## config.mk

```make
export PLATFORM = sky130hd
export DESIGN_NAME = pc_ctrl
export DESIGN_NICKNAME = d
export VERILOG_FILES = /design/src/rtl/pc_ctrl.sv
export SDC_FILE = /design/constraint.sdc
export NUM_CORES = 1
export LEC_CHECK = 0
export CAP_MARGIN = 20
export CORE_UTILIZATION = 42
export DETAILED_ROUTE_END_ITERATION = 7
export HOLD_SLACK_MARGIN = 0.06
export PLACE_DENSITY = 0.76
export SLEW_MARGIN = 30
export SYNTH_ARGS = -nofsm -noshare
export SYNTH_HDL_FRONTEND = slang
export SYNTH_SLANG_ARGS = --single-unit
```

## constraint.sdc

```tcl
create_clock -name clk -period 2.01 [get_ports clk]
set_clock_uncertainty 0.05 [all_clocks]
set_input_delay 0.402 -clock clk [delete_from_list [all_inputs] [get_ports clk]]
set_output_delay 0.402 -clock clk [all_outputs]
set_load 0.01 [all_outputs]
```

## src/rtl/pc_ctrl.sv

```systemverilog
// pc_ctrl: fetch program counter with redirect/hold arbitration and a short flush
// state machine that covers the one-cycle latency of the synchronous instruction ROM.
module pc_ctrl #(
    parameter logic [31:0] RESET_ADDR   = 32'h0000_0000,
    parameter int          FLUSH_CYCLES = 2,
    parameter int          CNT_W        = 16
) (
    input  logic             clk,
    input  logic             rst_n,
    input  logic             jump_en_i,
    input  logic [31:0]      jump_addr_i,
    input  logic             hold_flag_i,
    input  logic             ext_hold_i,
    output logic [31:0]      pc_o,
    output logic             flush_o,
    output logic             hold_o,
    output logic             fetch_valid_o,
    output logic [CNT_W-1:0] redirect_cnt_o
);
    localparam int FW = $clog2(FLUSH_CYCLES) + 1;
    localparam logic [FW-1:0] FC_INIT = FW'(FLUSH_CYCLES - 1);

    typedef enum logic {RUN, FLUSH} state_t;

    state_t           state_q, state_d;
    logic [FW-1:0]    fcnt_q, fcnt_d;
    logic [31:0]      pc_q, pc_d;
    logic [CNT_W-1:0] rcnt_q, rcnt_d;
    logic             hold;

    assign hold           = hold_flag_i | ext_hold_i;
    assign flush_o        = jump_en_i | (state_q == FLUSH);
    assign hold_o         = hold & ~jump_en_i;
    assign fetch_valid_o  = (state_q == RUN) & ~jump_en_i & ~hold;
    assign pc_o           = pc_q;
    assign redirect_cnt_o = rcnt_q;

    // A redirect beats a stall; a stall freezes both the pc and the flush countdown.
    always_comb begin
        state_d = state_q;
        fcnt_d  = fcnt_q;
        pc_d    = pc_q;
        rcnt_d  = rcnt_q;
        if (jump_en_i) begin
            pc_d    = jump_addr_i & ~32'h3;
            rcnt_d  = &rcnt_q ? rcnt_q : rcnt_q + 1'b1;
            state_d = FLUSH_CYCLES > 1 ? FLUSH : RUN;
            fcnt_d  = FLUSH_CYCLES > 1 ? FC_INIT : '0;
        end else if (!hold) begin
            pc_d = pc_q + 32'd4;
            if (state_q == FLUSH) begin
                fcnt_d  = fcnt_q - 1'b1;
                state_d = fcnt_q == FW'(1) ? RUN : FLUSH;
            end
        end
    end

    always_ff @(posedge clk) begin
        if (!rst_n) begin
            state_q <= RUN;
            fcnt_q  <= '0;
            pc_q    <= RESET_ADDR;
            rcnt_q  <= '0;
        end else begin
            state_q <= state_d;
            fcnt_q  <= fcnt_d;
            pc_q    <= pc_d;
            rcnt_q  <= rcnt_d;
        end
    end
endmodule

```

==> results.sh, run 1 <==
export IMPL_grt_overflow=0
export IMPL_routedWlPerCell_um=15.3
export IMPL_finalSetupViolations=0
export IMPL_cpMaxStageDelayCell="or4_4"
export IMPL_r2r_start="pc_o[7]$_SDFFE_PN0N_"
export IMPL_antenna_found_initial=0
export IMPL_drv_slew=0
export IMPL_final_core_util_pct=64.5
export IMPL_max_stage_delay_ns=0.65
export IMPL_grt_pass1_wl_um=13900
export IMPL_fin_crit_ns=1.93
export IMPL_ys_top_cells_by_count="dfxtp_1 (49), nand2_1 (31), o21ai_0 (30)"
export IMPL_gp_congestion=0.805
export IMPL_max_freq_mhz=518
export IMPL_synth_cell_type_count=45
export IMPL_core_area_sq_um=6420
export IMPL_rows=29
export IMPL_grt_pass1_vias=2950
export IMPL_start_kind="flip-flop"
export IMPL_ys_ff_latch=49
export IMPL_yosysWarnings=0
export IMPL_peakVddDrop_mv=0.309
export IMPL_path_clk_slew_ns=0.09
export IMPL_portBuffers=83
export IMPL_yosys_mux_area_fraction_pct=2.85
export IMPL_synth_edf_count=0
export IMPL_path_class="reg2reg"
export IMPL_cts_tree="done"
export IMPL_drive_gt1_share_pct=15.6
export IMPL_cts_inserted_buffers=5
export IMPL_regArea_sq_um=983
export IMPL_vias=3196
export IMPL_tns_ns=0
export IMPL_crit_end="pc_o[31]$_SDFFE_PN0N_"
export IMPL_synth_fa_ha_area_share_pct=1.33
export IMPL_synth_top_family_by_area="simple AND/OR/NAND/NOR gates"
export IMPL_num_antenna_cells=0
export IMPL_die_x_um=83.8
export IMPL_cts_htree_levels=2
export IMPL_die_y_um=83.8
export IMPL_synth_compound_area_share_pct=19.4
export IMPL_async_reset_ff_share_pct=0
export IMPL_fin_crit_sh_pct=96.1
export IMPL_leakage_nw=1.48
export IMPL_start_util_pct=43.8
export IMPL_io_pins=88
export IMPL_crit_chain="nand4_1 > or4_4 > or4_1 > nand3_1"
export IMPL_pre_cts_ws_ns=-0.469
export IMPL_synth_most_common_cell="dfxtp_1"
export IMPL_wl_um=8350
export IMPL_placed_area_sq_um=4040
export IMPL_power_total_w=0.00218
export IMPL_syn_area_per_cell_sq_um=8.01
export IMPL_hold_path_class="reg2reg"
export IMPL_syn2layout_area_growth_pct=47.3
export IMPL_postLayoutCellArea_sq_um=4140
export IMPL_final_hold_viol_count=0
export IMPL_rsz0062_at_grt="false"
export IMPL_insertion_delay_ns=0.30
export IMPL_root_buffer="clkbuf_8"
export IMPL_cts_hold_buf=0
export IMPL_reg2reg_to="pc_o[31]$_SDFFE_PN0N_"
export IMPL_dr_pass1_iters=7
export IMPL_crit_path_max_fanout=11
export IMPL_r2r_slack_ns=0.08
export IMPL_syn_area_sq_um=2810
export IMPL_crit_start="pc_o[7]$_SDFFE_PN0N_"
export IMPL_die_area_sq_um=7030
export IMPL_yosys_area_share_simple_pct=32.5
export IMPL_multi_input_area_sq_um=1700
export IMPL_p_per_area_nw_per_um2=525
export IMPL_status="finished, violations left"
export IMPL_grt_max_degree=30
export IMPL_synthXorXnorAreaFrac_pct=3.74
export IMPL_drtAntennaViolNets=0
export IMPL_endpoint_kind="flip-flop"
export IMPL_failed_checks="design-rule violations"
export IMPL_synth_ff_type="dfxtp_1"
export IMPL_reg2reg_depth=4
export IMPL_synthCells=351
export IMPL_synth_top_area_share_pct=34.9
export IMPL_track_usage_pct=24.2
export IMPL_yosysTopAreaCell="dfxtp_1"
export IMPL_crit_required_ns=2.21
export IMPL_via_per_inst=5.85
export IMPL_nets=508
export IMPL_clock_sinks=49
export IMPL_synthTopCellsByArea="dfxtp_1 (35%), o21ai_0 (5.3%), nand2_1 (4.1%), a21oi_1 (3.9%), or4_1 (3.7%)"
export IMPL_nFillCells=548
export IMPL_drt_iter0_drc=125
export IMPL_clockBufferDepth=2
export IMPL_cp_data_arrival_time_ns=2.13
export IMPL_drc=10
export IMPL_dp_hpwl_um=6310
export IMPL_fin_ws_ns=0.0785
export IMPL_ys_seq_area_share_pct=34.9
export IMPL_cap_violations=0
## sequential cells by signal, indices dropped and copies added (netlist names)
signal          cells
pc_o               30
redirect_cnt_o     16
fcnt_q              2
state_q             1
## placed cells by master (no fill, tap or decap), drive strengths merged, types with 14 or more instances in the layout
cell            n
o21ai          30
a21oi          22
clkdlybuf4s50  77
nand3          17
nor2           14
dfxtp          49
or4            15
buf            52
nand2          31
nand4          16
## worst max-delay path: cells and delay by family, from the launching register on
family | cells | cell delay (ns)
and+or+nand+nor | 4 | 1.48
DFF | 1 | 0.35
## metrics by stage
stage | hold WS (ns) | std cells
after floorplan | 0.421 | 352
after global placement | 0.417 | 537
after detailed placement | 0.432 | 537
after CTS | 0.445 | 546
final | 0.445 | 546
after global routing | 0.473 | 546
## power breakdown
part / leakage (nW) / internal [W] / switching, W
combinational: 1.02 / 0.000259 / 0.000204
sequential: 0.404 / 0.00102 / 0.0000419
clock: 0.0542 / 0.000312 / 0.000337
## cell type report
type / instances / area share [%]
flip-flops and latches: 49 / 23.7
multi-input cells: 269 / 41.1
clock inverters: 1 / 0.121
clock buffers: 7 / 2.32
repair buffers: 135 / 29.6
inverters: 8 / 0.725
well taps: 77 / 2.32
## logic make-up after synthesis
group           count (synthesis)
fa+ha+maj                       3
mux                             8
other cells                     1
simple gates                  156
xor+xnor                       12
flops                          49
buf+inv                        34
compound gates                 88
## what timing repair did
item | in CTS | in global routing
buffers inserted | 1 | 0
endpoints found under the setup margin | 12 | 0
gates resized for setup | 9 | 0
## worst min-delay path by stage
stage / end / slack (ns) / from / cells after the start
floorplan: state_q$_SDFFE_PN0N_ / 0.42 / state_q$_SDFFE_PN0N_ / 2
global placement: redirect_cnt_o[9]$_SDFFE_PN0P_ / 0.42 / redirect_cnt_o[9]$_SDFFE_PN0P_ / 2
detailed placement: redirect_cnt_o[9]$_SDFFE_PN0P_ / 0.43 / redirect_cnt_o[9]$_SDFFE_PN0P_ / 2
CTS: redirect_cnt_o[9]$_SDFFE_PN0P_ / 0.45 / redirect_cnt_o[9]$_SDFFE_PN0P_ / 2
global route: redirect_cnt_o[15]$_SDFFE_PN0P_ / 0.47 / redirect_cnt_o[15]$_SDFFE_PN0P_ / 1
finish: redirect_cnt_o[15]$_SDFFE_PN0P_ / 0.45 / redirect_cnt_o[15]$_SDFFE_PN0P_ / 1
## per-layer routing
metal / vias to the layer above / GRT usage [%] / share of wire, %
li1: 1560 / - / -
met1: 1531 / 30.7 / 45
met2: 101 / 42.8 / 49
met3: 4 / 4.35 / 4.8
met4: 0 / 4.70 / 0.45
met5: - / 0 / 0
Note: power is estimated with default switching activity, not from simulation.
==> run 2: changes to the inputs <==
--- a/config.mk
+++ b/config.mk
@@ -9,6 +9,7 @@
 export CORE_UTILIZATION = 42
 export DETAILED_ROUTE_END_ITERATION = 7
 export HOLD_SLACK_MARGIN = 0.06
+export MAX_ROUTING_LAYER = met4
 export PLACE_DENSITY = 0.76
 export SLEW_MARGIN = 30
 export SYNTH_ARGS = -nofsm -noshare
==> run 2 against run 1 <==
  * The run still ends with design-rule violations left
  * Total power is 0.15% lower
  * Combinational power hardly changed
  * Die area stayed put
  * First-iteration DRC count stayed put
  * Non-clock buffer count stayed put
  * Sequential share of layout area stayed put
  * Final area stayed put
  * Worst setup slack better by 0.011 ns
  * Via count is 0.56% higher
  * Register-to-register slack hardly changed
  * Wire length is 0.26% higher
  * Clock-buffer cell count stayed put
  * Largest power group unchanged
==> results.sh, run 2 (same netlist as run 1, synthesis figures left out) <==
export IMPL_grt_pass1_vias=2954
export IMPL_peakVddDrop_mv=0.307
export IMPL_track_usage_pct=24.8
export IMPL_p_sw_share_pct=26.7
export IMPL_placed_cells=537
export IMPL_p_clk_share_pct=29.7
export IMPL_cpMaxStageDelayCell="or4_4"
export IMPL_grt_pass1_wl_um=13900
export IMPL_path_class="reg2reg"
export IMPL_leakage_nw=1.48
export IMPL_fin_crit_sh_pct=95.5
export IMPL_rows=29
export IMPL_cts_tree="done"
export IMPL_met1_length_um=3690
export IMPL_met3WireLength_um=437
export IMPL_clockBufferDepth=2
export IMPL_dp_hpwl_um=6310
export IMPL_p_sw_w=0.000580
export IMPL_grt_max_degree=30
export IMPL_num_antenna_cells=0
export IMPL_reg2reg_depth=4
export IMPL_max_stage_delay_ns=0.65
export IMPL_multi_input_area_sq_um=1700
export IMPL_io_pins=88
export IMPL_placed_area_sq_um=4040
export IMPL_r2r_slack_ns=0.09
export IMPL_drc=10
export IMPL_routed_top_layer="met4"
export IMPL_failed_checks="design-rule violations"
export IMPL_fin_crit_ns=1.92
export IMPL_crit_path_max_fanout=11
export IMPL_clock_sinks=49
export IMPL_rsz0062_at_grt="false"
export IMPL_status="finished, violations left"
export IMPL_r2r_start="pc_o[7]$_SDFFE_PN0N_"
export IMPL_reg2reg_to="pc_o[31]$_SDFFE_PN0N_"
export IMPL_hold_end="redirect_cnt_o[15]$_SDFFE_PN0P_"
export IMPL_start_kind="flip-flop"
export IMPL_cts_htree_levels=2
export IMPL_insertion_delay_ns=0.30
export IMPL_grt_overflow=0
export IMPL_pwr_share_seq_pct=48.9
export IMPL_die_y_um=83.8
export IMPL_via_per_inst=5.89
export IMPL_max_freq_mhz=521
export IMPL_p_int_w=0.00159
export IMPL_die_area_sq_um=7030
export IMPL_drtAntennaViolNets=0
export IMPL_final_hold_viol_count=0
export IMPL_p_per_area_nw_per_um2=524
export IMPL_hold_path_class="reg2reg"
export IMPL_antenna_found_initial=0
export IMPL_syn2layout_area_growth_pct=47.3
export IMPL_crit_chain="nand4_1 > or4_4 > or4_1 > nand3_1"
export IMPL_postLayoutCellArea_sq_um=4140
export IMPL_wl_met2_um=4180
export IMPL_vias=3214
export IMPL_p_comb_share_pct=21.4
export IMPL_whs_path_depth=1
export IMPL_gp_congestion=0.817
export IMPL_root_buffer="clkbuf_8"
export IMPL_path_clk_slew_ns=0.09
export IMPL_path_buf_inv=0
export IMPL_start_util_pct=43.8
export IMPL_nFillCells=548
export IMPL_nets=508
export IMPL_crit_required_ns=2.21
export IMPL_routedWlPerCell_um=15.3
export IMPL_regArea_sq_um=983
export IMPL_dr_pass1_iters=7
export IMPL_cp_data_arrival_time_ns=2.12
export IMPL_portBuffers=83
export IMPL_core_area_sq_um=6420
export IMPL_largest_reg_flops=30
export IMPL_final_cells=546
export IMPL_drv_slew=0
export IMPL_drive_gt1_share_pct=15.6
export IMPL_cp_top_family="simple AND/OR/NAND/NOR gates"
export IMPL_min_from="redirect_cnt_o[15]$_SDFFE_PN0P_"
export IMPL_final_cell_mix="clkdlybuf4s50_1 (77), buf_4 (51), dfxtp_1 (47), nand2_1 (31), o21ai_0 (30)"
export IMPL_wl_um=8370
export IMPL_cap_violations=0
export IMPL_cts_inserted_buffers=5
export IMPL_finalSetupViolations=0
export IMPL_endpoint_kind="flip-flop"
export IMPL_drt_iter0_drc=125
export IMPL_die_x_um=83.8
export IMPL_layout_commonest_cell="clkdlybuf4s50_1"
[run 2: through the flow]
step / total power [W] / util, % / TNS [ns] / hold WS (ns) / setup slack, ns
2_1_floorplan: 0.00127 / - / 0 / 0.421 / 0.0333
4_1_cts: 0.00218 / 64.5 / 0 / 0.445 / 0.0836
5_1_grt: 0.00227 / 64.5 / 0 / 0.473 / 0.0153
6_report: 0.00217 / 64.5 / 0 / 0.444 / 0.0897
3_5_place_dp: 0.00155 / 62.8 / -7.33 / 0.432 / -0.469
3_3_place_gp: 0.00154 / 62.8 / -5.80 / 0.417 / -0.383
[run 2: routing by layer]
layer	global-route usage [%]	up-vias
li1	-	1563
met1	30.7	1535
met2	42.8	105
met3	4.35	11
met4	4.70	0
met5	-	-
[run 2: cell type report]
type / instances / share of cell area [%]
inverters: 8 / 0.725
clock buffers: 7 / 2.32
multi-input cells: 269 / 41.1
clock inverters: 1 / 0.121
repair buffers: 135 / 29.6
flip-flops and latches: 49 / 23.7
well taps: 77 / 2.32
[run 2: power by group through the flow]
| stage | clock network, W | registers, W | logic [W] |
|---|---|---|---|
| after CTS | 0.000656 | 0.00106 | 0.000464 |
| after detailed placement | 0 | 0.00109 | 0.000466 |
| after global routing | 0.000693 | 0.00107 | 0.000502 |
| after floorplan | 0 | 0.00112 | 0.000149 |
| after global placement | 0 | 0.00108 | 0.000457 |
| final | 0.000645 | 0.00106 | 0.000464 |
[run 2: worst register-to-register path: cells and delay by family (launching register included)]
kind,cells,cell delay (ns)
simple gates,4,1.48
flops,1,0.34
[run 2: repair_timing]
action                                  4_1_cts  5_1_grt
setup buffers                                 1        0
endpoints found under the setup margin       12        0
resized for setup                             9        0
hold buffers                                  0        0
[run 2: worst max-delay path by stage]
stage / startpoint / end / slack [ns] / depth (start not counted)
finish: pc_o[7]$_SDFFE_PN0N_ / pc_o[31]$_SDFFE_PN0N_ / 0.09 / 4
global placement: hold_flag_i / pc_o[18]$_SDFFE_PN0N_ / -0.38 / 5
detailed placement: ext_hold_i / pc_o[22]$_SDFFE_PN0N_ / -0.47 / 5
CTS: pc_o[4]$_SDFFE_PN0N_ / pc_o[4] / 0.08 / 2
floorplan: pc_o[2]$_SDFFE_PN0N_ / pc_o[18]$_SDFFE_PN0N_ / 0.03 / 6
global route: pc_o[7]$_SDFFE_PN0N_ / pc_o[27]$_SDFFE_PN0N_ / 0.02 / 4
